`config.mk`:
```
export PLATFORM = sky130hd
export DESIGN_NAME = sc_config_loader
export DESIGN_NICKNAME = d
export VERILOG_FILES = /design/src/rtl/sc_config_pkg.sv /design/src/rtl/sc_config_loader.sv
export SDC_FILE = /design/constraint.sdc
export NUM_CORES = 1
export LEC_CHECK = 0
export ABC_AREA = 1
export ABC_CLOCK_PERIOD_IN_PS = 2900
export CORE_AREA = 2 2 188 190
export CTS_BUF_LIST = sky130_fd_sc_hd__clkbuf_4 sky130_fd_sc_hd__clkbuf_8 sky130_fd_sc_hd__clkbuf_16
export DETAILED_ROUTE_END_ITERATION = 7
export DIE_AREA = 0 0 190 192
export MAX_ROUTING_LAYER = met4
export PLACE_DENSITY_LB_ADDON = 0.15
export SLEW_MARGIN = 20
export SYNTH_ARGS = -nofsm -noshare
export SYNTH_HDL_FRONTEND = slang
export SYNTH_SLANG_ARGS = --single-unit
```
`constraint.sdc`:
```
create_clock -name clk_i -period 2.9 [get_ports clk_i]
set_input_delay 0.87 -clock clk_i [delete_from_list [all_inputs] [get_ports clk_i]]
set_output_delay 0.87 -clock clk_i [all_outputs]
set_load 0.02 [all_outputs]
```
`src/rtl/sc_config_pkg.sv`:
```
// Shared scan-converter register map and config-loader FSM state type.
package sc_config_pkg;

  localparam logic [3:0] SC_STATUS       = 4'h0;
  localparam logic [3:0] SC_CONTROL      = 4'h1;
  localparam logic [3:0] SC_INT_CONFIG   = 4'h2;
  localparam logic [3:0] H_IN_CONFIG     = 4'h3;
  localparam logic [3:0] H_IN_CONFIG2    = 4'h4;
  localparam logic [3:0] V_IN_CONFIG     = 4'h5;
  localparam logic [3:0] V_IN_CONFIG2    = 4'h6;
  localparam logic [3:0] H_OUT_CONFIG    = 4'h7;
  localparam logic [3:0] H_OUT_CONFIG2   = 4'h8;
  localparam logic [3:0] V_OUT_CONFIG    = 4'h9;
  localparam logic [3:0] V_OUT_CONFIG2   = 4'ha;
  localparam logic [3:0] H_SCALE_CONFIG  = 4'hb;
  localparam logic [3:0] V_SCALE_CONFIG  = 4'hc;
  localparam logic [3:0] XY_OUT_CONFIG   = 4'hd;

  localparam int unsigned NUM_CFG_REGS = 11;

  typedef enum logic [1:0] {
    IDLE  = 2'd0,
    WRITE = 2'd1,
    READ  = 2'd2,
    DONE  = 2'd3
  } ld_state_t;

endpackage

```
`src/rtl/sc_config_loader.sv`:
```
// Avalon-MM master that writes every enabled config word to consecutive
// sc_config registers, then reads back the status word.
// Optional feature macro: SC_CONFIG_LOADER_TIMEOUT_EN (per-transfer wait
// limit that aborts the load and raises a sticky error_o).
module sc_config_loader
  import sc_config_pkg::*;
#(
  parameter int unsigned     NUM_REGS       = NUM_CFG_REGS,
  parameter int unsigned     ADDR_W         = 4,
  parameter logic [ADDR_W-1:0] BASE_ADDR    = H_IN_CONFIG,
  parameter logic [ADDR_W-1:0] STATUS_ADDR  = SC_STATUS,
  parameter int unsigned     TIMEOUT_CYCLES = 255
) (
  input  logic                  clk_i,
  input  logic                  rst_i,
  input  logic                  start_i,
  input  logic [32*NUM_REGS-1:0] cfg_words_i,
  input  logic [NUM_REGS-1:0]   cfg_mask_i,
  output logic                  busy_o,
  output logic                  done_o,
  output logic                  error_o,
  output logic [31:0]           status_o,
  output logic [ADDR_W-1:0]     avalon_m_address,
  output logic [31:0]           avalon_m_writedata,
  output logic [3:0]            avalon_m_byteenable,
  output logic                  avalon_m_write,
  output logic                  avalon_m_read,
  output logic                  avalon_m_chipselect,
  input  logic [31:0]           avalon_m_readdata,
  input  logic                  avalon_m_waitrequest_n
);

  localparam int unsigned IDX_W = (NUM_REGS > 1) ? $clog2(NUM_REGS) : 1;
  localparam int unsigned TMO_W = $clog2(TIMEOUT_CYCLES + 1);
  localparam logic [IDX_W-1:0] LAST_IDX  = IDX_W'(NUM_REGS - 1);
  localparam logic [TMO_W-1:0] TMO_LIMIT = TMO_W'(TIMEOUT_CYCLES - 1);

  // The counter logic is always written out; with the feature off TMO_EN
  // folds it away to a constant-zero register and error_o stays 0.
`ifdef SC_CONFIG_LOADER_TIMEOUT_EN
  localparam logic TMO_EN = 1'b1;
`else
  localparam logic TMO_EN = 1'b0;
`endif

  ld_state_t            state, state_nxt;
  logic [IDX_W-1:0]     idx, idx_nxt;
  logic [NUM_REGS-1:0]  mask, mask_nxt;
  logic [31:0]          status, status_nxt;
  logic                 err, err_nxt;
  logic [TMO_W-1:0]     tcnt, tcnt_nxt;

  logic wr_en, rd_en, req, stall, timeout;

  // State, index, latched mask, status capture and timeout counter registers.
  always_ff @(posedge clk_i or posedge rst_i) begin
    if (rst_i) begin
      state  <= IDLE;
      idx    <= '0;
      mask   <= '0;
      status <= '0;
      err    <= 1'b0;
      tcnt   <= '0;
    end else begin
      state  <= state_nxt;
      idx    <= idx_nxt;
      mask   <= mask_nxt;
      status <= status_nxt;
      err    <= err_nxt;
      tcnt   <= tcnt_nxt;
    end
  end

  // Next-state logic and combinational bus decode of the registered state.
  always_comb begin
    state_nxt  = state;
    idx_nxt    = idx;
    mask_nxt   = mask;
    status_nxt = status;
    err_nxt    = err;

    wr_en   = (state == WRITE) && mask[idx];
    rd_en   = (state == READ);
    req     = wr_en || rd_en;
    stall   = req && !avalon_m_waitrequest_n;
    timeout = TMO_EN && stall && (tcnt == TMO_LIMIT);
    tcnt_nxt = (TMO_EN && stall && !timeout) ? tcnt + 1'b1 : '0;

    unique case (state)
      IDLE: begin
        if (start_i) begin
          mask_nxt  = cfg_mask_i;
          idx_nxt   = '0;
          err_nxt   = 1'b0;
          state_nxt = WRITE;
        end
      end
      WRITE: begin
        if (timeout) begin
          err_nxt   = 1'b1;
          state_nxt = DONE;
        end else if (!mask[idx] || avalon_m_waitrequest_n) begin
          if (idx == LAST_IDX) begin
            state_nxt = READ;
          end else begin
            idx_nxt = idx + 1'b1;
          end
        end
      end
      READ: begin
        if (timeout) begin
          err_nxt   = 1'b1;
          state_nxt = DONE;
        end else if (avalon_m_waitrequest_n) begin
          status_nxt = avalon_m_readdata;
          state_nxt  = DONE;
        end
      end
      DONE: state_nxt = IDLE;
      default: state_nxt = IDLE;
    endcase

    avalon_m_write      = wr_en;
    avalon_m_read       = rd_en;
    avalon_m_chipselect = req;
    avalon_m_byteenable = req ? 4'hF : 4'h0;
    avalon_m_address    = '0;
    avalon_m_writedata  = '0;
    if (wr_en) begin
      avalon_m_address   = BASE_ADDR + ADDR_W'(idx);
      avalon_m_writedata = cfg_words_i[32*int'(idx) +: 32];
    end else if (rd_en) begin
      avalon_m_address = STATUS_ADDR;
    end
  end

  assign busy_o   = (state != IDLE);
  assign done_o   = (state == DONE);
  assign error_o  = err;
  assign status_o = status;

endmodule

```
Yosys cells after proc, flatten, opt, wreduce, memory -nomap -nowiden
Index checks and enable logic that the tools add are counted.

cells by class
  add/subtract/negate cells = 2
  magnitude comparators = 1
  eq/ne operators = 9
  shift-type cells = 1
  multiplexer cells = 14
  reduce and logical (&&, ||, !) cells = 11

operators with widths
  kind                                                        count
  variable part select 352 x 10 -> 32 bit                     1
  two-way mux 32 bit                                          1
  two-way mux 4 bit                                           5
  two-way mux 2 bit                                           4
  case mux 2 bit (4 select lines)                             1
  case mux 4 bit (2 select lines)                             1
  AND reduction 4 bit                                         2
  inequality test 2 x 1 -> 1 bit, second input constant       3
  less-than comparator 4 x 5 -> 1 bit, second input constant  1
  adder 2 x 4 -> 4 bit, first input constant                  1
  adder 4 x 1 -> 4 bit, second input constant                 1
  binary-select mux 1 bit (select 4 bit)                      1
  == test 2 bit, second input constant                        2
  == test 4 bit, second input constant                        1
  inequality test 2 bit, second input constant                2
  AND reduction 2 bit                                         2
  nonzero test 2 bit                                          2
  == test 2 x 1 -> 1 bit, second input constant               1
  logical NOT 2 bit                                           1
  logical OR 1 bit                                            2
  logical AND 1 bit                                           1
  logical NOT 1 bit                                           1
  two-way mux 1 bit                                           1

storage, ports and cells
  bits in registers = 49
  input port bits = 399
  output and inout bits = 78
  word-level logic and storage cells = 42

Logic depth before layout (Yosys ltp)
  depth in word-level cells = 6
  depth in mapped cells = 14
  mapped depth without buffers = 12

Worst setup path after synthesis
Ideal clock, no wire load.

  path type = register to output
  from = register idx[0]
  to = output port avalon_m_byteenable[0]
  data arrival time = 1.741 ns
  required time = 2.030 ns
  path slack = 0.289 ns
  cell stages (with the launch flop) = 13
  buffers on the path = 5
  cells stage by stage = dfrtp_1 buf_4 inv_4 buf_6 nor2_1 o22ai_1 nand2_1 nand2_1 nand2_1 buf_6 buf_6 nand2_1 buf_4

between the ends
  cells in the longest elaborated chain, start to end = 5

RTL lines
  item                                     line                     RTL
  from (decl)                              sc_config_loader.sv:47   logic [IDX_W-1:0] idx, idx_nxt;
  from (signal assigned)                   sc_config_loader.sv:66   idx <= idx_nxt;
  binary-select mux 1 bit (select 4 bit)   sc_config_loader.sv:82   wr_en = (state == WRITE) && mask[idx];
  two-way mux 1 bit (not written as such)  sc_config_loader.sv:82
  logical AND 1 bit                        sc_config_loader.sv:82
  logical OR 1 bit                         sc_config_loader.sv:84   req = wr_en || rd_en;
  net avalon_m_chipselect                  sc_config_loader.sv:28   output logic avalon_m_chipselect,
  two-way mux 4 bit                        sc_config_loader.sv:126  avalon_m_byteenable = req ? 4'hF : 4'h0;
  to (decl)                                sc_config_loader.sv:25   output logic [3:0] avalon_m_byteenable,

The timed path passes the listed nets, and every way through them passes these cells. The select of a mux whose other input is x is not followed.

Final worst setup path
  from = register idx[0]
  to = output port avalon_m_writedata[10]

between the ends
  cells in the longest elaborated chain, start to end = 4
  elaborated cells between the ends (all ways) = 5
  those cells by class = 1 x shift; 3 x mux; 1 x reduce/logical

RTL lines
  item                                                                                             line                     RTL
  parallel branches: the longest is 3 deep, another holds variable part select 352 x 10 -> 32 bit  --
  two-way mux 32 bit (*)                                                                           sc_config_loader.sv:129  if (wr_en) begin
  to (decl)                                                                                        sc_config_loader.sv:24   output logic [31:0] avalon_m_writedata,

Every way passes the cells marked *. The select of a mux whose other input is x is not followed.

==> insert_results.sql <==
INSERT INTO impl_metrics (metric_group, metric, value, unit) VALUES
('status', 'run_status', 'finished with violations', ''),
('status', 'violations', 'setup timing', ''),
('timing', 'hold_viol', '0', ''),
('global_routing', 'global_route_wire_length_before_repair', '52200', 'µm'),
('finish', 'syn2layout_area_growth', '135', '%'),
('setup_path', 'worstPathMaxFanout', '14', ''),
('setup_path', 'reg2reg_from', 'idx[0]', ''),
('clocking', 'cts_sinks', '49', ''),
('clocking', 'tritoncts', 'yes', ''),
('clocking', 'clock_latency', '0.29', 'ns'),
('timing', 'setup_violations', '41', ''),
('setup_path', 'r2r.worst_path.cells', '10', ''),
('synth', 'mappedNetlistNets', '1331', ''),
('setup_path', 'r2r_slack', '0.87', 'ns'),
('synth', 'yosysTopAreaCell', 'dfrtp_1', ''),
('synth', 'ys_warn_count', '0', ''),
('routing', 'drt_wl_total', '36900', 'µm'),
('synth', 'yosys.cell_types.count', '30', ''),
('setup_path', 'worst_setup_path_start_kind', 'flop', ''),
('job', 'maxCapViolCount', '0', ''),
('pwr', 'power.share.combinational', '80.6', '%'),
('pwr', 'power_report.internal_total', '5.37', 'mW'),
('synth', 'synth_adder_area_share', '1.58', '%'),
('global_routing', 'globalRouteOverflowTotal', '0', ''),
('global_routing', 'pin_count_of_the_biggest_net_entering_global_routing', '33', ''),
('floorplan', 'area_enclosed_by_the_die_boundary', '0.0365', 'mm²'),
('synth', 'synth_sequential_area_ratio', '22.2', '%'),
('synth', 'share_of_synthesized_flip_flops_with_an_asynchronous_set_or_reset', '100', '%'),
('synth', 'dominantRegCellSynth', 'dfrtp_1', ''),
('clocking', 'numCtsBuffers', '5', ''),
('finish', 'final_util', '38.0', '%'),
('synth', 'synthXorXnorAreaFrac', '0.475', '%'),
('synth', 'largest_family_of_logic_cells_by_synthesized_area', 'simple AND/OR/NAND/NOR gates', ''),
('place', 'gpl.final_weighted_congestion', '0.846', ''),
('pwr', 'p_sw', '4.41', 'mW'),
('hold_path', 'holdPathEnd', 'status_o[8]', ''),
('timing', 'fmax', '326', 'MHz'),
('pwr', 'static-leakage-power', '5.52', 'nW'),
('setup_path', 'arrival', '2.19', 'ns'),
('setup_path', 'cp_class', 'flop to primary output', ''),
('finish', 'layout.nets', '1867', ''),
('routing', 'wire_per_inst', '19.2', 'µm'),
('clocking', 'buffer_depth_of_the_longest_clock_path', '2', ''),
('pwr', 'power_frac_clock', '7.0', '%'),
('timing', 'finalMaxSlewViolations', '0', ''),
('place', 'detailedPlacementHpwl', '28200', 'µm'),
('synth', 'synth-simple-area-share', '38.0', '%'),
('synth', 'yosys-top-cells-area', 'dfrtp_1 (22%), nand2_1 (20%), a21oi_1 (12%)', ''),
('global_routing', 'grt_antenna_before_repair', '4', ''),
('pwr', 'power_density', '751', 'mW/mm²'),
('clocking', 'cts_root_buffer_type', 'clkbuf_16', ''),
('clocking', 'cts_htree_levels', '2', ''),
('routing', 'drt-vias-per-instance', '4.39', ''),
('finish', 'fillerInstances', '3638', ''),
('floorplan', 'die_h', '192', 'µm'),
('synth', 'synthesis.area', '0.00553', 'mm²'),
('place', 'numPortBuffers', '475', ''),
('routing', 'via_count', '8440', ''),
('synth', 'synth_cells', '925', ''),
('floorplan', 'num_rows', '68', ''),
('pwr', 'p_total', '9.77', 'mW'),
('synth', 'yosys.cell_count.top_type', 'nand2_1', ''),
('setup_path', 'critPathRequiredTime', '2.03', 'ns'),
('synth', 'synth_seq_cells', '49', ''),
('floorplan', 'num_io_pins', '477', ''),
('hold_path', 'hold_path_class', 'flop to flop', ''),
('floorplan', 'width_of_the_die', '190', 'µm'),
('timing', 'setup_ws', '-0.165', 'ns'),
('timing', 'rsz0062_at_grt', 'true', ''),
('hold_path', 'min-delay-start', 'status_o[8]', ''),
('timing', 'final_period_minus_worst_setup_slack', '3.06', 'ns');
==> critical path, stage by stage (launching register included) <==
cell,delay (ns)
dfrtp_4,0.57
buf_6,0.16
inv_8,0.07
buf_4,0.11
nor2_1,0.03
o22ai_1,0.13
nand2_1,0.09
nand2_2,0.11
nand2_4,0.09
buf_12,0.17
buf_6,0.13
nor2_2,0.09
buf_4,0.14
==> cell type report <==
cell class / instances / area (µm²) / share of cell area, %
timing repair buffer: 610 / 6390 / 49.1
multi-input combinational: 740 / 4410 / 33.9
sequential: 49 / 1230 / 9.48
tap: 455 / 569 / 4.37
inverter: 54 / 218 / 1.67
clock buffer: 5 / 125 / 0.961
clock inverter: 3 / 43.8 / 0.336
timing repair inverter: 1 / 11.3 / 0.0865
antenna: 4 / 10.0 / 0.0769
==> stage by stage <==
stage               hold slack [ns]  std cells  instance area (µm²)  setup WS [ns]  TNS [ns]
floorplan                     0.480        925                 5530          0.289         0
global placement              0.486       1868                11500         -0.885    -20.48
detailed placement            0.493       1868                11500         -0.868    -20.52
CTS                           0.510       1900                12300         -0.213     -4.69
global route                  0.520       1921                13000         -0.274     -8.79
finish                        0.511       1921                13000         -0.165     -4.18
==> routing by layer <==
| layer | up-vias | GRT usage, % | share of wire (%) |
|---|---|---|---|
| met1 | 3943 | 23.4 | 43 |
| li1 | 4164 | - | - |
| met2 | 304 | 33.9 | 50 |
| met4 | 0 | 4.14 | 1.2 |
| met5 | - | - | 0 |
| met3 | 29 | 3.64 | 6.0 |
==> power groups by stage <==
stage | Sequential [mW] | Combinational (mW) | Clock [mW]
after floorplan | 1.45 | 3.01 | 0
after global placement | 1.20 | 6.49 | 0
after detailed placement | 1.22 | 6.47 | 0
after CTS | 1.22 | 7.17 | 0.711
after global routing | 1.26 | 8.47 | 0.730
final | 1.21 | 7.88 | 0.685
==> worst max path at each step <==
stage | endpoint | depth (start not counted) | startpoint
3_5_place_dp | avalon_m_writedata[2] | 9 | cfg_words_i[226]
3_3_place_gp | avalon_m_writedata[2] | 9 | cfg_words_i[226]
4_1_cts | avalon_m_writedata[30] | 10 | idx[0]
2_1_floorplan | avalon_m_byteenable[0] | 12 | idx[0]
6_report | avalon_m_writedata[10] | 12 | idx[0]
5_1_grt | avalon_m_writedata[10] | 14 | idx[0]
==> state kept, by name (all words and copies together), names as in the netlist <==
| name | cells |
|---|---|
| status_o | 32 |
| state | 2 |
| idx | 4 |
| mask | 11 |
==> cell usage in the layout, fill, tap and decap left out, types with 19 or more instances in the layout <==
cell type	count
mux2_2	34
nor2_1	90
buf_4	93
dlygate4sd2_1	33
nand3_1	44
nor4_2	19
inv_1	48
a21oi_2	40
a21oi_1	96
dfrtp_1	45
o32ai_1	21
buf_6	40
buf_12	35
nand3_2	28
clkdlybuf4s50_1	385
nand2_1	270
==> kinds of logic after synthesis <==
| kind of cell | Yosys count |
|---|---|
| compound gates | 185 |
| xor+xnor | 3 |
| fa+ha+maj | 7 |
| buf+inv | 136 |
| flops | 49 |
| mux | 34 |
| other cells | 1 |
| simple gates | 510 |
==> repair_timing <==
action | 4_1_cts | 5_1_grt
setup endpoints to repair | 42 | 42
gates resized for setup | 315 | 159
pin swaps | 67 | 43
buffers inserted | 17 | 20
gates cloned | 7 | 0
(Power assumes the default switching activity.)
